**src/rtl/char_fsm_pkg.sv**
```systemverilog
// Shared state encodings and default phase lengths for the character action FSM,
// also used by the renderer and hit-detection logic.
package char_fsm_pkg;

  typedef enum logic [3:0] {
    ST_IDLE       = 4'd0,
    ST_LEFT       = 4'd1,
    ST_RIGHT      = 4'd2,
    ST_ATK_START  = 4'd3,
    ST_ATK_ACTIVE = 4'd4,
    ST_ATK_RECOV  = 4'd5,
    ST_DIR_START  = 4'd6,
    ST_DIR_ACTIVE = 4'd7,
    ST_DIR_RECOV  = 4'd8,
    ST_STUN       = 4'd9,
    ST_BLOCKSTUN  = 4'd10
  } state_e;

  localparam int unsigned DEF_CNT_W    = 5;
  localparam int unsigned DEF_N_START  = 5;
  localparam int unsigned DEF_N_ACTIVE = 2;
  localparam int unsigned DEF_N_RECOV  = 16;
  localparam int unsigned DEF_D_START  = 4;
  localparam int unsigned DEF_D_ACTIVE = 3;
  localparam int unsigned DEF_D_RECOV  = 15;
  localparam int unsigned DEF_BUF_WIN  = 4;

  function automatic logic is_stun(state_e s);
    return (s == ST_STUN) || (s == ST_BLOCKSTUN);
  endfunction

endpackage

```
**src/rtl/frame_down_counter.sv**
```systemverilog
// Phase counter: synchronous clear, load, and saturating decrement, with a flag
// marking the final tick of the current phase.
module frame_down_counter #(
  parameter int unsigned CNT_W = 5
) (
  input  logic             clk,
  input  logic             rst_n,
  input  logic             clear,
  input  logic             load,
  input  logic [CNT_W-1:0] load_val,
  input  logic             dec,
  output logic [CNT_W-1:0] count,
  output logic             last
);

  logic [CNT_W-1:0] count_q, count_d;

  always_comb begin
    count_d = count_q;
    if (clear) begin
      count_d = '0;
    end else if (load) begin
      count_d = load_val;
    end else if (dec && (count_q != '0)) begin
      count_d = count_q - CNT_W'(1);
    end
  end

  always_ff @(posedge clk or negedge rst_n) begin
    if (!rst_n) begin
      count_q <= '0;
    end else begin
      count_q <= count_d;
    end
  end

  assign count = count_q;
  assign last  = (count_q == CNT_W'(1));

endmodule

```
**src/rtl/char_action_fsm.sv**
```systemverilog
// Per-character action FSM: walking, neutral and directional attacks with an input
// buffer in recovery, and hit/block stun driven by the hit-detection logic.
module char_action_fsm
  import char_fsm_pkg::*;
#(
  parameter int unsigned CNT_W    = DEF_CNT_W,
  parameter int unsigned N_START  = DEF_N_START,
  parameter int unsigned N_ACTIVE = DEF_N_ACTIVE,
  parameter int unsigned N_RECOV  = DEF_N_RECOV,
  parameter int unsigned D_START  = DEF_D_START,
  parameter int unsigned D_ACTIVE = DEF_D_ACTIVE,
  parameter int unsigned D_RECOV  = DEF_D_RECOV,
  parameter int unsigned BUF_WIN  = DEF_BUF_WIN
) (
  input  logic             CLOCK,
  input  logic             RESET_N,
  input  logic             frame_tick,
  input  logic             enable,
  input  logic             char_no,
  input  logic             KEY_LEFT,
  input  logic             KEY_RIGHT,
  input  logic             KEY_ATTACK,
  input  logic [CNT_W-1:0] load_frame,
  input  logic             hit_kind,
  output logic [3:0]       STATE,
  output logic [CNT_W-1:0] FrameCounter,
  output logic             attack_dir,
  output logic             button_flag,
  output logic             block_flag,
  output logic             hitbox_active,
  output logic             buf_pending
);

  localparam int unsigned CNT_MAX = (1 << CNT_W) - 1;

  if ((CNT_W == 0) || (CNT_W > 31)) begin : g_bad_cnt_w
    $error("char_action_fsm: CNT_W must be in 1..31");
  end
  if ((N_START == 0) || (N_START > CNT_MAX) || (N_ACTIVE == 0) || (N_ACTIVE > CNT_MAX) ||
      (N_RECOV == 0) || (N_RECOV > CNT_MAX) || (D_START == 0) || (D_START > CNT_MAX) ||
      (D_ACTIVE == 0) || (D_ACTIVE > CNT_MAX) || (D_RECOV == 0) || (D_RECOV > CNT_MAX) ||
      (BUF_WIN > CNT_MAX)) begin : g_bad_len
    $error("char_action_fsm: phase lengths must fit in 1..2^CNT_W-1");
  end

  localparam logic [CNT_W-1:0] N_START_C  = CNT_W'(N_START);
  localparam logic [CNT_W-1:0] N_ACTIVE_C = CNT_W'(N_ACTIVE);
  localparam logic [CNT_W-1:0] N_RECOV_C  = CNT_W'(N_RECOV);
  localparam logic [CNT_W-1:0] D_START_C  = CNT_W'(D_START);
  localparam logic [CNT_W-1:0] D_ACTIVE_C = CNT_W'(D_ACTIVE);
  localparam logic [CNT_W-1:0] D_RECOV_C  = CNT_W'(D_RECOV);
  localparam logic [CNT_W-1:0] BUF_WIN_C  = CNT_W'(BUF_WIN);
  localparam bit               BUF_EN     = (BUF_WIN != 0);

  state_e           state_q, state_d;
  logic             dir_q, dir_d;
  logic             buf_q, buf_d;
  logic             cnt_clear, cnt_load, cnt_dec, cnt_last;
  logic [CNT_W-1:0] cnt_load_val, cnt;

  frame_down_counter #(.CNT_W(CNT_W)) u_cnt (
    .clk      (CLOCK),
    .rst_n    (RESET_N),
    .clear    (cnt_clear),
    .load     (cnt_load),
    .load_val (cnt_load_val),
    .dec      (cnt_dec),
    .count    (cnt),
    .last     (cnt_last)
  );

  // The counter is zero in every non-timed state, so IDLE/LEFT/RIGHT never touch it.
  always_comb begin
    state_d      = state_q;
    dir_d        = dir_q;
    buf_d        = buf_q;
    cnt_clear    = 1'b0;
    cnt_load     = 1'b0;
    cnt_load_val = '0;
    cnt_dec      = 1'b0;
    if (!enable) begin
      state_d   = ST_IDLE;
      cnt_clear = 1'b1;
      buf_d     = 1'b0;
    end else if (frame_tick) begin
      if ((load_frame != '0) && !is_stun(state_q)) begin
        state_d      = hit_kind ? ST_BLOCKSTUN : ST_STUN;
        cnt_load     = 1'b1;
        cnt_load_val = load_frame;
        buf_d        = 1'b0;
      end else begin
        case (state_q)
          ST_IDLE: begin
            if (KEY_LEFT && KEY_RIGHT) begin
              state_d = ST_IDLE;
            end else if (KEY_LEFT) begin
              state_d = ST_LEFT;
            end else if (KEY_RIGHT) begin
              state_d = ST_RIGHT;
            end else if (KEY_ATTACK) begin
              state_d      = ST_ATK_START;
              cnt_load     = 1'b1;
              cnt_load_val = N_START_C;
            end
          end
          ST_LEFT, ST_RIGHT: begin
            if (KEY_ATTACK) begin
              state_d      = ST_DIR_START;
              cnt_load     = 1'b1;
              cnt_load_val = D_START_C;
              dir_d        = (state_q == ST_RIGHT);
            end else if (KEY_LEFT ^ KEY_RIGHT) begin
              state_d = KEY_RIGHT ? ST_RIGHT : ST_LEFT;
            end else begin
              state_d = ST_IDLE;
            end
          end
          ST_ATK_START, ST_ATK_ACTIVE, ST_DIR_START, ST_DIR_ACTIVE: begin
            if (cnt_last) begin
              cnt_load = 1'b1;
              case (state_q)
                ST_ATK_START:  begin state_d = ST_ATK_ACTIVE; cnt_load_val = N_ACTIVE_C; end
                ST_ATK_ACTIVE: begin state_d = ST_ATK_RECOV;  cnt_load_val = N_RECOV_C;  end
                ST_DIR_START:  begin state_d = ST_DIR_ACTIVE; cnt_load_val = D_ACTIVE_C; end
                default:       begin state_d = ST_DIR_RECOV;  cnt_load_val = D_RECOV_C;  end
              endcase
            end else begin
              cnt_dec = 1'b1;
            end
          end
          // Only a press buffered on an earlier tick chains into the next attack.
          ST_ATK_RECOV, ST_DIR_RECOV: begin
            if (BUF_EN && KEY_ATTACK && (cnt <= BUF_WIN_C)) begin
              buf_d = 1'b1;
            end
            if (cnt_last) begin
              buf_d = 1'b0;
              if (buf_q) begin
                cnt_load = 1'b1;
                if (KEY_LEFT ^ KEY_RIGHT) begin
                  state_d      = ST_DIR_START;
                  cnt_load_val = D_START_C;
                  dir_d        = KEY_RIGHT;
                end else begin
                  state_d      = ST_ATK_START;
                  cnt_load_val = N_START_C;
                end
              end else begin
                state_d   = ST_IDLE;
                cnt_clear = 1'b1;
              end
            end else begin
              cnt_dec = 1'b1;
            end
          end
          ST_STUN, ST_BLOCKSTUN: begin
            if (cnt_last) begin
              state_d   = ST_IDLE;
              cnt_clear = 1'b1;
            end else begin
              cnt_dec = 1'b1;
            end
          end
          default: begin
            state_d   = ST_IDLE;
            cnt_clear = 1'b1;
          end
        endcase
      end
    end
  end

  always_ff @(posedge CLOCK or negedge RESET_N) begin
    if (!RESET_N) begin
      state_q <= ST_IDLE;
      dir_q   <= 1'b0;
      buf_q   <= 1'b0;
    end else begin
      state_q <= state_d;
      dir_q   <= dir_d;
      buf_q   <= buf_d;
    end
  end

  assign STATE         = state_q;
  assign FrameCounter  = cnt;
  assign attack_dir    = dir_q;
  assign buf_pending   = buf_q;
  assign button_flag   = KEY_LEFT | KEY_RIGHT;
  assign block_flag    = (!char_no && (state_q == ST_LEFT)) ||
                         (char_no && (state_q == ST_RIGHT)) ||
                         (state_q == ST_BLOCKSTUN);
  assign hitbox_active = (state_q == ST_ATK_ACTIVE) || (state_q == ST_DIR_ACTIVE);

endmodule

```
**config.mk**
```make
export PLATFORM = sky130hd
export DESIGN_NAME = char_action_fsm
export DESIGN_NICKNAME = d
export VERILOG_FILES = /design/src/rtl/char_fsm_pkg.sv /design/src/rtl/frame_down_counter.sv /design/src/rtl/char_action_fsm.sv
export SDC_FILE = /design/constraint.sdc
export NUM_CORES = 1
export LEC_CHECK = 0
export BUFFER_PORTS_ARGS = -buffer_cell sky130_fd_sc_hd__buf_4
export CAP_MARGIN = 0
export CORE_UTILIZATION = 56
export CTS_CLUSTER_DIAMETER = 150
export CTS_CLUSTER_SIZE = 30
export DETAILED_ROUTE_END_ITERATION = 8
export PLACE_DENSITY = 0.91
export RECOVER_POWER = 50
export SETUP_SLACK_MARGIN = 0.5
export SLEW_MARGIN = 25
export SYNTH_ARGS = -nofsm -noshare
export SYNTH_HDL_FRONTEND = slang
export SYNTH_SLANG_ARGS = --single-unit
```
**constraint.sdc**
```tcl
create_clock -name CLOCK -period 6.3 [get_ports CLOCK]
set_input_delay 0.63 -clock CLOCK [delete_from_list [all_inputs] [get_ports CLOCK]]
set_output_delay 0.63 -clock CLOCK [all_outputs]
set_load 0.1 [all_outputs]
```
Yosys cells after proc, flatten, opt, wreduce, memory -nomap -nowiden
Index checks and enable logic that the tools add are counted.

Input bits: 14. Output and inout port bits: 14. Register bits after elaboration: 11. Word-level logic and storage cells: 125.

Muxes and demuxes: 68. Equality and inequality tests: 22. Bitwise operators: 3. Reduce and logical (&&, ||, !) cells: 26. Order comparisons: 1. Add/subtract/negate cells: 1.

Operators with widths (number): 4-bit 2-to-1 mux (11); 5-bit 2-to-1 mux (7); 1-bit 2-to-1 mux (31); 3-bit 2-to-1 mux (9); 4-bit case mux with 5 select lines (1); 5-bit case mux with 4 select lines (1); 4-bit by 3-bit equality test with 1-bit output (second input constant) (4); 5-bit case mux with 3 select lines (1); 4-bit equality test (second input constant) (3); 4-bit inequality test (second input constant) (3); 4-bit case mux with 3 select lines (1); 2-bit inequality test (second input constant) (5); 5-bit nonzero test (2); 4-bit by 2-bit equality test with 1-bit output (second input constant) (2); 8-bit AND reduction (1); 8-bit OR reduction (1); 7-bit inequality test (second input constant) (1); 7-bit OR reduction (1); 1-bit logical AND (6); 2-bit 2-to-1 mux (3); 2-bit OR reduction (3); 5-bit by 1-bit equality test with 1-bit output (second input constant) (1); 5-bit by 3-bit <= comparator with 1-bit output (second input constant) (1); 5-bit AND reduction (1); 17 further kinds (21).

Depth between registers and ports, before layout
Depth in word-level cells: 11. Depth in mapped cells: 9. Depth with buffers taken out: 8.

Modules after synthesis
Synthesis repeated with hierarchy kept, for this count alone.

Cell total of the unflattened synthesis: 196. Area, all modules: 1445.1 µm².

By module, submodules not included: char_action_fsm (cells an instance 158, area each 1087.3 µm², seq. area each 150.1 µm², instances 1); frame_down_counter (cells an instance 38, area each 357.8 µm², seq. area each 125.1 µm², instances 1).

Least setup slack after synthesis
OpenSTA, ideal clock, no wires.

Path type: register to output. Start: register state_q[1] (netlist: STATE[1]). End: output port block_flag. Arrival: 3293 ps. Stages on the path, launching flop included: 7. Buffers on the path: 3. Slack: 2377 ps. Data required time: 5670 ps. Cell sequence: dfrtp_1 buf_2 buf_1 clkbuf_1 o21ai_0 o32a_1 nor2_1.

Cells in the longest elaborated chain, start to end: 4. Elaborated cells between the ends (all ways): 7. Classes of those cells: eq/ne: 3; reduce/logical: 4.

Ends and longest elaborated chain: from (decl) (line char_action_fsm.sv:55) `state_e state_q, state_d;`; from (signal assigned) (line char_action_fsm.sv:179) `state_q <= state_d;`; 4-bit by 1-bit equality test with 1-bit output or 4-bit by 2-bit equality test with 1-bit output (tied branches) (line char_action_fsm.sv:190, char_action_fsm.sv:191); 1-bit logical AND (on tied branches) (line char_action_fsm.sv:190, char_action_fsm.sv:191); 1-bit logical OR (line char_action_fsm.sv:190) `assign block_flag = (!char_no && (state_q == ST_LEFT)) ||`; 1-bit logical OR (*) (line char_action_fsm.sv:191) `(char_no && (state_q == ST_RIGHT)) ||`; to (decl) (line char_action_fsm.sv:29) `output logic block_flag,`.

Every way passes the cells marked *; elsewhere a longest branch is shown, timed or not.

Final worst setup path
Start: register state_q[0] (netlist: STATE[0]). End: output port block_flag.

The elaborated chain is that of the path after synthesis.

==> impl_metrics.csv <==
group,metric,value,unit
run_status,status,"finished, final reports clean",
power,p_leak,0.0005938,uW
sta,timing.fmax,380.2,MHz
clocking,hold_buffers,0,
sta,skew,0.01164,ns
clocking,htree_levels,1,
floorplan,num_io_pins,28,
clocking,numCtsBuffers,3,
sta,setup_viol,0,
sta,fin_crit,2.630,ns
drt,route.detailed.drc,0,
floorplan,start_util,0.6022,
hold_path,hold_class,"in2async",
floorplan,core,2233,sq um
final_layout,diodes,0,
run,max_cap_violations,0,
global_routing,grt_max_degree,29,
yosys,yosysTopAreaCellShare,0.2047,
yosys,syn-num-nets,191,
power,powerDensity,215.7,nW/um^2
global_routing,antenna_found_initial,0,
critical_path,path_max_fanout,25,
global_routing,grt_use_met1,0.4208,
drt,wire_per_inst,17.85,um
sta,worst_pin_slew,1.168,ns
global_routing,grt_util_met2,0.5241,
clocking,cts.sinks,11,
yosys,yosysMostFrequentCell,"nor2_1",
yosys,yosysSeqAreaShare,0.2047,
clocking,worstSkewPairLatency,0.28,ns
critical_path,cp-end-kind,"output port",
sta,final_hold_viol_count,0,
floorplan,rows,17,
yosys,synth_area,1345,sq um
yosys,synth.area.top_cells,"dfrtp_1 (20%), ha_1 (6.5%), nor2_1 (4.7%)",
sta,drv_slew,0,
yosys,synth-edff-count,0,
floorplan,die_y,51.01,um
global_routing,busiest_layer,"met2",
placement,hpwl,2877,um
power,ir_drop,170.3,uV
global_routing,track_usage,0.3171,
clocking,cts_setup_buffers,0,
placement,portBuffers,27,
final_layout,syn2layout_area_growth,10.51,%
drt,drt_wl_total,3855,um
drt,dr.pass1.iters,8,
clocking,clk_pin_slew,0.09,ns
global_routing,met3_usage,0.02381,
placement,dp_slack,3.830,ns
critical_path,cp-start-kind,"flop",
drt,antenna_left,0,
clocking,cts_buffer_depth,2,
sta,min_period_over_period,0.4175,
global_routing,grt_pass1_wl,6265,um
critical_path,path_class,"reg2out",
critical_path,critical_path_required,5.67,ns
yosys,synth_top_cell_by_area,"dfrtp_1",
floorplan,die_area,2602,sq um
clocking,cts_resized,0,
floorplan,die_width,51.01,um
yosys,ys_ff_latch,11,
yosys,ys.warnings.count,0,
clocking,clockRootBuffer,"clkbuf_4",
yosys,ys.flop_type,"dfrtp_1",
drt,viasPerCell,6.801,
power,power,320.7,uW
final_layout,nNetsFinal,210,
sta,rsz0062_at_grt,"no",
global_routing,grt_pass1_vias,1314,
global_routing,grt-ovfl-total,0,
drt,drtIter0Drc,135,
yosys,synthDistinctLibCells,62,
yosys,async_reset_ff_frac,1.000,
yosys,synth_cells,170,
sta,slew_headroom,0.2244,
critical_path,critPathArrivalTime,2.00,ns
yosys,synth_common_cells,"nor2_1 (17), nand2_1 (15), dfrtp_1 (11), o21ai_0 (11), a21oi_1 (8)",
drt,vias,1469,
sta,setup_ws,3.670,ns
placement,routabilityCongestion,1.056,
final_layout,drive_gt1_frac,0.1755,
clocking,cts_tree,"yes",
sta,setup_tns,0,ns
yosys,synth_area_per_cell,7.912,sq um
[layout by cell type, fill, tap and decap left out, types with 3 or more instances in the layout]
cell and n:
nand3_1 3, nor2b_1 3, nand2b_1 3, buf_4 19, nor2_1 17, nor3_1 6, o21ai_0 11, xor2_1 3
inv_1 7, clkbuf_4 3, a31oi_1 3, o31ai_1 4, ha_1 7, xnor2_1 3, a21oi_1 8, nand2_1 15
nand4_1 3, dfrtp_1 11, o22ai_1 6, clkbuf_1 9
[critical path: stages (launching register included)]
cell and delay (ns):
dfrtp_1 0.81, nand2b_1 0.19, o32a_1 0.32, nor2_1 0.08, buf_4 0.30
[sequential cells by signal, summed over array words and instances, names as in the netlist]
| name | flops |
|---|---|
| u_cnt.count | 5 |
| attack_dir | 1 |
| buf_pending | 1 |
| STATE | 4 |
[report_power, final]
group          internal, uW  switching [uW]
Combinational          50.3             118
Sequential             76.9            22.5
Clock                  24.6            28.0
Total                   152             169
[through the flow]
step | hold slack, ns | area (sq um) | utilization | cells
finish | 0.3392 | 1486 | 0.6655 | 216
global route | 0.3868 | 1486 | 0.6655 | 216
CTS | 0.1750 | 1516 | 0.6790 | 216
detailed placement | 0.4788 | 1490 | 0.6672 | 212
global placement | 0.4747 | 1490 | 0.6672 | 212
floorplan | 0.3344 | 1345 | - | 170
[cells by family after synthesis]
kind of cell / synth area share
compound gates: 0.3228
simple gates: 0.2484
fa+ha+maj: 0.06511
xor+xnor: 0.03908
mux: 0.03163
flops: 0.2046
buf+inv: 0.08838
[metal layers]
| metal | vias to the layer above | share of wire |
|---|---|---|
| met4 | 0 | 0.034 |
| met5 | - | 0 |
| met3 | 19 | 0.094 |
| met1 | 663 | 0.39 |
| met2 | 112 | 0.48 |
| li1 | 675 | - |
[cell type report]
| cell class | count | area [sq um] |
|---|---|---|
| multi-input combinational | 139 | 950.9 |
| fill | 194 | 747.0 |
| sequential | 11 | 275.3 |
| timing repair buffer | 27 | 172.7 |
| tap | 28 | 35.03 |
| clock buffer | 4 | 26.28 |
| inverter | 7 | 26.28 |
[path summary, 6_finish.rpt]
kind	to	startpoint	depth (start not counted)	slack (ns)
max in group asynchronous	u_cnt.count[4]$_DFFE_PN0P_	RESET_N	1	5.53
min reg2reg	attack_dir$_DFFE_PN0P_	attack_dir$_DFFE_PN0P_	1	0.56
min in group CLOCK	attack_dir$_DFFE_PN0P_	attack_dir$_DFFE_PN0P_	1	0.56
max	block_flag	STATE[0]$_DFFE_PN0P_	4	3.67
max reg2reg	attack_dir$_DFFE_PN0P_	STATE[1]$_DFFE_PN0P_	4	3.82
min	attack_dir$_DFFE_PN0P_	RESET_N	1	0.34
(Power assumes the default switching activity.)
